==> src/rtl/play_timer.sv <==
// Per-song playback timer: packed-BCD mm..m:ss display value, binary elapsed seconds,
// one-second strobe and sticky saturation, with pause freeze and restart on track change.
module play_timer #(
    parameter int unsigned TICK_CYCLES = 100_000_000,
    parameter int unsigned MIN_DIGITS  = 2,
    parameter int unsigned ELAPSED_W   = 16
) (
    input  logic                          clk,
    input  logic                          rst_n,
    input  logic                          i_pause,
    input  logic                          i_next,
    input  logic                          i_pre,
    input  logic                          i_finish_song,
    output logic [4*(MIN_DIGITS+2)-1:0]   o_dtime,
    output logic [ELAPSED_W-1:0]          o_elapsed,
    output logic                          o_sec_tick,
    output logic                          o_sat
);

    localparam int unsigned DIGITS = MIN_DIGITS + 2;
    localparam int unsigned DW     = 4 * DIGITS;
    localparam int unsigned PW     = $clog2(TICK_CYCLES);
    localparam logic [PW-1:0] PRESC_LAST = PW'(TICK_CYCLES - 1);

    logic [PW-1:0] presc;
    logic          restart;
    logic [DW-1:0] dtime_inc;
    logic          carry;
    logic          all_nines;
    logic          max_hit;
    logic [ELAPSED_W-1:0] elapsed_inc;

    assign restart = i_next | i_pre | i_finish_song;

    // BCD ripple increment; digit 1 is sec-tens (0-5), all others 0-9
    always_comb begin
        dtime_inc = o_dtime;
        carry     = 1'b1;
        all_nines = 1'b1;
        for (int k = 0; k < int'(DIGITS); k++) begin
            if (carry) begin
                if (o_dtime[4*k +: 4] == ((k == 1) ? 4'd5 : 4'd9)) begin
                    dtime_inc[4*k +: 4] = 4'd0;
                end else begin
                    dtime_inc[4*k +: 4] = o_dtime[4*k +: 4] + 4'd1;
                    carry = 1'b0;
                end
            end
            if (k >= 2 && o_dtime[4*k +: 4] != 4'd9) begin
                all_nines = 1'b0;
            end
        end
        // the increment from x..x:58 with all minutes at 9 lands on the maximum value
        max_hit = all_nines && (o_dtime[7:0] == 8'h58);
    end

    assign elapsed_inc = (o_elapsed == {ELAPSED_W{1'b1}}) ? o_elapsed
                                                          : o_elapsed + ELAPSED_W'(1);

    always_ff @(posedge clk) begin
        if (!rst_n || restart) begin
            presc      <= '0;
            o_dtime    <= '0;
            o_elapsed  <= '0;
            o_sec_tick <= 1'b0;
            o_sat      <= 1'b0;
        end else if (i_pause) begin
            o_sec_tick <= 1'b0;
        end else if (presc != PRESC_LAST) begin
            presc      <= presc + PW'(1);
            o_sec_tick <= 1'b0;
        end else begin
            presc <= '0;
            // once saturated the prescaler keeps cycling but nothing else moves
            if (o_sat) begin
                o_sec_tick <= 1'b0;
            end else begin
                o_sec_tick <= 1'b1;
                o_dtime    <= dtime_inc;
                o_elapsed  <= elapsed_inc;
                o_sat      <= max_hit;
            end
        end
    end

endmodule

==> config.mk <==
export PLATFORM = sky130hd
export DESIGN_NAME = play_timer
export DESIGN_NICKNAME = d
export VERILOG_FILES = /design/src/rtl/play_timer.sv
export SDC_FILE = /design/constraint.sdc
export NUM_CORES = 1
export LEC_CHECK = 0
export BUFFER_PORTS_ARGS = -buffer_cell sky130_fd_sc_hd__buf_2
export CORE_MARGIN = 3
export CORE_UTILIZATION = 50
export DETAILED_ROUTE_END_ITERATION = 6
export MAX_ROUTING_LAYER = met4
export PLACE_DENSITY = 0.68
export SYNTH_ARGS = -nofsm -noshare
export SYNTH_HDL_FRONTEND = slang
export SYNTH_SLANG_ARGS = --single-unit
==> constraint.sdc <==
create_clock -name clk -period 2.8 [get_ports clk]
set_input_delay 0.56 -clock clk [delete_from_list [all_inputs] [get_ports clk]]
set_output_delay 0.56 -clock clk [all_outputs]
set_load 0.02 [all_outputs]
==> metrics, run 1 <==
Worst Path Arrival 2580 ps; Synth Net Count 354; critical path peak fanout 9; clk_skew 7.93 ps; compound-gate portion of the synthesized area 9.68%; Sink Count 61; met3 usage 6.55%; GRT Overall Usage roughly a fifth; Final WS setup ~490 ps; Chip Height 83.1 um; TritonCTS clock tree built; Yosys reg bits 61; Setup crit end kind flip-flop; Leakage 1.16 nW; drt first pass iters 4; simple-gate share of the synthesized area 33.5%; Placed Cells 456; DR WL/cell 14.2 um; GR Overflow Total 0; die area 0.00691 sq mm; met1 Track Usage GR 24.9%; top cells by count, synth 61 x dfxtp_1, 49 x nor2_1, 26 x nand2_1; share of cells above drive strength 1 between 15 and 20%; vias in the first global route 2474; Syn Std Cell Area slightly below 0.003 sq mm; peak supply drop 304 uV; met2 GRT Util 33.3%; Synth Instances 346; post-synthesis mux area share 2.36%; min-delay worst type flip-flop to flip-flop; io pins 40; Tmin final 2310 ps; Port-buffer cells 39; fin nets 403; row cnt 27; actual slew at the worst max-slew pin about 680 ps; setup bufs post-CTS 0; pre-CTS WS a little under 300 ps; CTS resizes 0; most common cell in the synthesized netlist dfxtp_1; GPL Wtd Cong 0.808; crit path launch presc[0]; top post-synthesis cells by area dfxtp_1 41%, xnor2_1 7.1%, nor2_1 6.2%; max-slew violation count 0; initial antenna violation count 0; status finished clean; clock-pin slew on the worst setup and hold paths 70 ps; adder-cell share of the synthesized area 0.842%; Initial Util 52.7%; placed instance area 0.00329 sq mm; hold_buf cts 0; routed vias ~2700; reg-to-reg startpoint presc[0]; post-DP HPWL 4570 um; Iteration-0 DRC Markers 177; Die X-Extent 83.1 um; FF/Latch Area 0.00122 sq mm; EDFF count, synth 0; Post-Synth XOR/XNOR Area under 10%; Final Cell Area 0.00347 sq mm; first-pass GRT wire length 11500 um; multi-input logic area approximately 0.0017 sq mm; Vias/cell 5.66; setup TNS 0 ps; PD cells approximately 470 mW/mm^2; Highest Clock Rate 433 MHz; synth unique cells 48; P&R area growth vs syn 16.8%; fin crit share 82.5%; antenna-violating nets left 0; Final Setup Violations 0; total power approximately 1.6 mW; CORE AREA 0.00564 sq mm; Clock Latency Late Sink 340 ps; Max-Cap Viols 0; top-area cell type share of the netlist area roughly two fifths; largest family of logic cells by synthesized area simple AND/OR/NAND/NOR gates; critical path class flip-flop to flip-flop; Avg Cell Area, Syn 8.59 sq um; smallest hold slack 489 ps; Synth Flop Type dfxtp_1; overall routed net length ~6700 um; most used routing layer met2; final hold vios 0; H-tree levels 3; Synth warnings 0; final core occ between 60 and 70%; TritonCTS buffer count 9; post-route insts no fill 470; clock buffer depth 2; clock root cell clkbuf_8; crit start category flip-flop; Ant. Diodes 0; filler instances 508; RSZ-0062 raised after global routing false; largest area contributor in the netlist dfxtp_1; sequential share of the synthesized area 41.1%; Hold Startpoint o_elapsed[1]; Post-route DRC 0; Synth async-reset ratio 0%; Critical Path RT 3070 ps; largest net degree at the start of global routing 31; relative slew slack 55.0%
[logic make-up after synthesis]
group                    Yosys count
buffers and inverters             23
AND/OR/NAND/NOR                  177
flip-flops                        61
adder cells (fa/ha/maj)            2
AO/OA/AOI/OAI                     44
multiplexers                       7
XOR/XNOR                          32
[cell usage in the layout (no fill, tap or decap), types with 5 or more instances in the layout]
cell type	synthesis	final
clkbuf_8	0	10
buf_4	1	7
and2_1	6	6
a21oi_1	17	17
o31ai_1	8	8
nor3_1	7	7
or4_1	9	9
mux2i_1	7	7
inv_1	14	14
nor2b_1	5	5
nand4_1	11	11
xnor2_1	24	24
nand3_1	17	17
nor4_1	15	15
xor2_1	8	8
nand2_1	26	26
dfxtp_1	61	61
and3_1	5	5
buf_2	2	39
nor2_1	49	49
[path summary, 6_finish.rpt]
check	depth (start not counted)	slack (ps)	endpoint
worst max-delay path	6	490	o_elapsed[10]
worst min register to register	2	490	o_elapsed[1]
worst max register to register	6	490	o_elapsed[10]
worst min-delay path	2	490	o_elapsed[1]
[cell type report]
| type | count | share of cell area, % |
|---|---|---|
| well taps | 72 | 2.60 |
| clock inverters | 2 | 1.01 |
| repair buffers | 47 | 7.71 |
| clock buffers | 12 | 4.18 |
| inverters | 14 | 1.51 |
| flip-flops and latches | 61 | 35.2 |
| multi-input cells | 262 | 47.8 |
[where the power goes]
part	internal [mW]	switching, mW	total, mW	leakage (nW)
combinational	0.00700	0.0113	0.0183	0.573
clock	0.425	0.332	0.757	0.0923
sequential	0.868	0.000246	0.868	0.491
total	1.30	0.344	1.64	1.16
[state kept, by name, indices dropped and copies added (netlist names)]
signal	cells
o_sat	1
o_dtime	16
presc	27
o_sec_tick	1
o_elapsed	16
[routing by layer]
metal  share of wire (%)  vias to the layer above
met5                   0                        -
met4                 1.5                        0
met3                 4.2                       10
met2                  48                       57
met1                  46                     1241
li1                    -                     1352
[critical path: stages (launching register included)]
cell     delay, ps
dfxtp_1        370
ha_1           170
and4b_1        270
nand4_4        140
or4_1          700
or4_1          450
a21oi_1        150
No activity file was read; power rests on OpenSTA's default activity.
==> run 2: changes to the inputs <==
Clock period 2.8 ns to 2.4 ns, I/O delays scaled along.
==> metrics, run 2 (synthesis results as in run 1) <==
crit start category flip-flop; clock root cell clkbuf_8; P&R area growth vs syn 20.6%; Initial Util 52.7% (unchanged); initial antenna violation count 0 (unchanged); PD cells 602 mW/mm^2 (+27%); commonest non-fill, non-tap cells in the layout 61 x dfxtp_1, 49 x nor2_1, 39 x buf_2; Die X-Extent 83.1 um (unchanged); clock-pin slew on the worst setup and hold paths 70 ps (about the same); placed instance area 0.00334 sq mm (+1.4%); actual slew at the worst max-slew pin 567 ps (-108 ps); DR WL/cell 13.7 um (-3.6%); share of cells above drive strength 1 20.0% (+2.4 points); clock buffer depth 2 (unchanged); CORE AREA 0.00564 sq mm (unchanged); max-slew violation count 0 (unchanged); Post-route DRC 0 (unchanged); Leakage 1.21 nW (+5.0%); min-delay worst type flip-flop to flip-flop; Final Cell Area 0.00359 sq mm (+3.3%); relative slew slack 61.7% (+6.7 points); critical path peak fanout 8 (-1); setup TNS 0 ps (unchanged); fin nets 409 (+1.5%); row cnt 27 (unchanged); TritonCTS clock tree built; Iteration-0 DRC Markers 152 (-14%); most common cell after layout, fill and taps aside dfxtp_1; Critical Path RT 2670 ps (-400 ps); status finished clean; critical path class flip-flop to flip-flop; Worst Path Arrival 2500 ps (-80 ps); drt first pass iters 4 (unchanged); first-pass GRT wire length 11000 um (-4.5%); setup bufs post-CTS 0 (unchanged); peak supply drop 491 uV (+62%); TritonCTS buffer count 9 (unchanged); Setup crit end kind flip-flop; pre-CTS WS -70.8 ps (-363 ps); Tmin final 2220 ps (-87.4 ps); Biggest register presc; Sink Count 61 (unchanged); final hold vios 0 (unchanged); clk_skew 12.3 ps (+4.35 ps); Chip Height 83.1 um (unchanged); routed vias 2650 (-0.38%); fin crit share 92.6% (+10 points); io pins 40 (unchanged); largest net degree at the start of global routing 28 (-9.7%); max reg flops 27 (unchanged); Clock Latency Late Sink 350 ps (about the same); Ant. Diodes 0 (unchanged); Largest regs presc (27), o_dtime (16), o_elapsed (16); overall routed net length 6530 um (-1.9%); Highest Clock Rate 450 MHz (+3.9%); Final Setup Violations 0 (unchanged); vias in the first global route 2356 (-4.8%); RSZ-0062 raised after global routing false; post-DP HPWL 4630 um (+1.3%); die area 0.00691 sq mm (unchanged); Max-Cap Viols 0 (unchanged); Port-buffer cells 39 (unchanged); H-tree levels 3 (unchanged); Vias/cell 5.54 (-2.0%); GPL Wtd Cong 0.790 (-2.2%); GR Overflow Total 0 (unchanged); GRT Overall Usage 20.0% (-0.67 points); Final WS setup 177 ps (-313 ps); antenna-violating nets left 0 (unchanged)
-- run 2: changes by cell type in the layout (fill, tap and decap cells not counted), sizes merged --
| cell | previous run | this run |
|---|---|---|
| buf | 47 | 53 |
| bufinv | 1 | 3 |
-- run 2: power by group --
group | switching, mW | internal, mW | leakage, nW | total [mW]
sequential | 0.000257 | 1.01 | 0.491 | 1.01
clock | 0.405 | 0.718 | 0.121 | 1.12
combinational | 0.0137 | 0.00970 | 0.602 | 0.0234
total | 0.419 | 1.74 | 1.21 | 2.16
-- run 2: per-stage QoR --
stage	cells	utilization [%]	total power [mW]	hold WS [ps]
after floorplan	346	-	1.05	472
after global placement	462	59.1	1.06	482
after detailed placement	462	59.1	1.06	485
after CTS	478	63.4	2.18	494
after global routing	478	63.6	2.23	524
final	478	63.6	2.16	495
-- run 2: metal layers --
metal	vias up	share of wire, %	GRT usage [%]
met4	0	1.6	8.62
li1	1360	-	-
met1	1240	48	24.8
met5	-	0	-
met3	8	4.0	5.06
met2	42	46	30.8
-- run 2: what timing repair did --
action                                 in CTS  in global routing
resized for setup                           0                  3
setup endpoints to repair                   0                  6
endpoints found under the hold margin       0                  0
hold buffers                                0                  0
-- run 2: cell type report --
cell class | count | area (sq um)
clock buffers | 12 | 145
clock inverters | 4 | 95.1
fillers | 512 | 2060
inverters | 14 | 52.6
multi-input cells | 262 | 1670
flip-flops and latches | 61 | 1220
well taps | 72 | 90.1
repair buffers | 53 | 313
-- run 2: critical path, cell delays in order, from the launching register on --
cell	delay (ps)
dfxtp_1	360
ha_1	170
and4b_2	320
nand4_4	120
or4_4	620
or4_1	420
a21oi_1	150
-- run 2: worst paths after layout --
path                from            to  slack, ps  cells past startpoint
max             presc[0]  o_elapsed[6]        180                      6
min          o_dtime[15]   o_dtime[15]        500                      2
max reg2reg     presc[0]  o_elapsed[6]        180                      6
min reg2reg  o_dtime[15]   o_dtime[15]        500                      2
==> run 3: changes to the inputs <==
Settings changed: SETUP_SLACK_MARGIN from default to 0.5.
==> metrics, run 3 (synthesis results as in run 1) <==
status finished clean; largest net degree at the start of global routing 28 (unchanged); Post-route DRC 0 (unchanged); share of cells above drive strength 1 30.6% (+11 points); TritonCTS buffer count 9 (unchanged); most common cell after layout, fill and taps aside dfxtp_1; GR Overflow Total 0 (unchanged); Worst Path Arrival 2300 ps (-200 ps); clock-pin slew on the worst setup and hold paths 70 ps (about the same); Setup crit end kind flip-flop; Max-Cap Viols 0 (unchanged); DR WL/cell 14.7 um (+7.9%); max reg flops 27 (unchanged); min-delay worst type input port to flip-flop; Sw Pwr 417 uW (-0.35%); Hold Startpoint i_pause; critical path peak fanout 6 (-2); final core occ 70.2% (+6.6 points); Tmin final 2020 ps (-199 ps); CORE AREA 0.00564 sq mm (unchanged); commonest non-fill, non-tap cells in the layout 54 x dfxtp_1, 49 x nor2_1, 39 x buf_2; Initial Util 52.7% (unchanged); Sw Share 22.3% (+2.9 points); crit start category flip-flop; Die X-Extent 83.1 um (unchanged); Highest Clock Rate 494 MHz (+9.9%); clock power share 44.2% (-7.8 points); Clock Latency Late Sink 330 ps (-20 ps); clock root cell clkbuf_8; Leakage 1.42 nW (+17%); actual slew at the worst max-slew pin 411 ps (-157 ps); Chip Height 83.1 um (unchanged); antenna-violating nets left 0 (unchanged); initial antenna violation count 0 (unchanged); Vias/cell 5.68 (+2.5%); final hold vios 0 (unchanged); sequential power share 54.1% (+7.2 points); relative slew slack 72.4% (+11 points); peak supply drop 350 uV (-29%); RSZ-0062 raised after global routing true; Biggest register presc; P&R area growth vs syn 33.2%; multi-input logic area 0.00185 sq mm (+11%); filler instances 432 (-16%); reg-to-reg startpoint presc[11]; Largest regs presc (27), o_dtime (16), o_elapsed (16); FF/Latch Area 0.00123 sq mm (+0.92%); PD cells 472 mW/mm^2 (-22%); TritonCTS clock tree built; io pins 40 (unchanged); GPL Wtd Cong 0.783 (-0.86%); Sink Count 61 (unchanged); Port-buffer cells 39 (unchanged); Pint 1.45 mW (-17%); routed vias 2841 (+7.2%); fin nets 431 (+5.4%); power share of the combinational group 1.6% (+0.5 points); clk_skew 6.99 ps (-5.29 ps); Ant. Diodes 0 (unchanged); drt first pass iters 4 (unchanged); Iteration-0 DRC Markers 195 (+28%); Final Setup Violations 0 (unchanged); first-pass GRT wire length 11600 um (+6.2%); crit path launch presc[11]; clock buffer depth 2 (unchanged); post-DP HPWL 4640 um (+0.16%); fin crit share 84.3% (-8.3 points); critical path class flip-flop to flip-flop; H-tree levels 3 (unchanged); row cnt 27 (unchanged); vias in the first global route 2538 (+7.7%); die area 0.00691 sq mm (unchanged); setup TNS 0 ps (unchanged); overall routed net length 7360 um (+13%); GRT Overall Usage 20.7% (+0.73 points); Critical Path RT 2670 ps (about the same); hold_buf cts 0 (unchanged); max-slew violation count 0 (unchanged)
-- run 3: area by class of cell --
type / instances / area share (%)
flip-flops and latches: 61 / 31.1
well taps: 72 / 2.27
inverters: 14 / 1.33
clock inverters: 4 / 0.569
clock buffers: 12 / 3.92
repair buffers: 75 / 14.0
multi-input cells: 262 / 46.8
-- run 3: critical path, stage by stage (launching register included) --
cell     delay, ps
dfxtp_2        350
nor4_4         320
nand2_2        150
or4_4          580
or4_4          440
a21oi_2        130
-- run 3: metrics by stage --
stage	setup slack, ps	hold WS (ps)	instance area (sq um)	power (mW)	instances
final	377	460	3960	1.87	500
after global routing	304	482	3960	1.93	500
after CTS	367	454	3650	1.87	482
after detailed placement	113	482	3380	1.06	461
after global placement	154	474	3380	1.06	461
after floorplan	273	472	3040	1.05	346
-- run 3: power groups by stage --
stage | registers (mW) | logic (mW) | clock network (mW)
5_1_grt | 1.01 | 0.0329 | 0.887
4_1_cts | 1.01 | 0.0231 | 0.835
6_report | 1.01 | 0.0305 | 0.827
3_5_place_dp | 1.04 | 0.0225 | 0
2_1_floorplan | 1.04 | 0.0109 | 0
3_3_place_gp | 1.04 | 0.0220 | 0
-- run 3: layer usage --
metal | global-route usage [%] | wire length, um | up-vias
li1 | - | - | 1410
met1 | 25.4 | 3180 | 1327
met2 | 33.1 | 3620 | 85
met3 | 4.27 | 355 | 19
met4 | 8.92 | 199 | 0
met5 | - | 0 | -
-- run 3: timing repair --
item,CTS,global route
resized for setup,15,26
buffers inserted,5,15
pin swaps,4,9
endpoints found under the setup margin,50,55
cloned,0,3
-- run 3: path summary, 6_finish.rpt --
kind / depth (start not counted) / end / slack, ps
setup / recovery: 5 / o_elapsed[6] / 380
hold / removal: 3 / presc[1] / 460
setup reg to reg: 5 / o_elapsed[6] / 380
hold reg to reg: 2 / o_elapsed[1] / 490
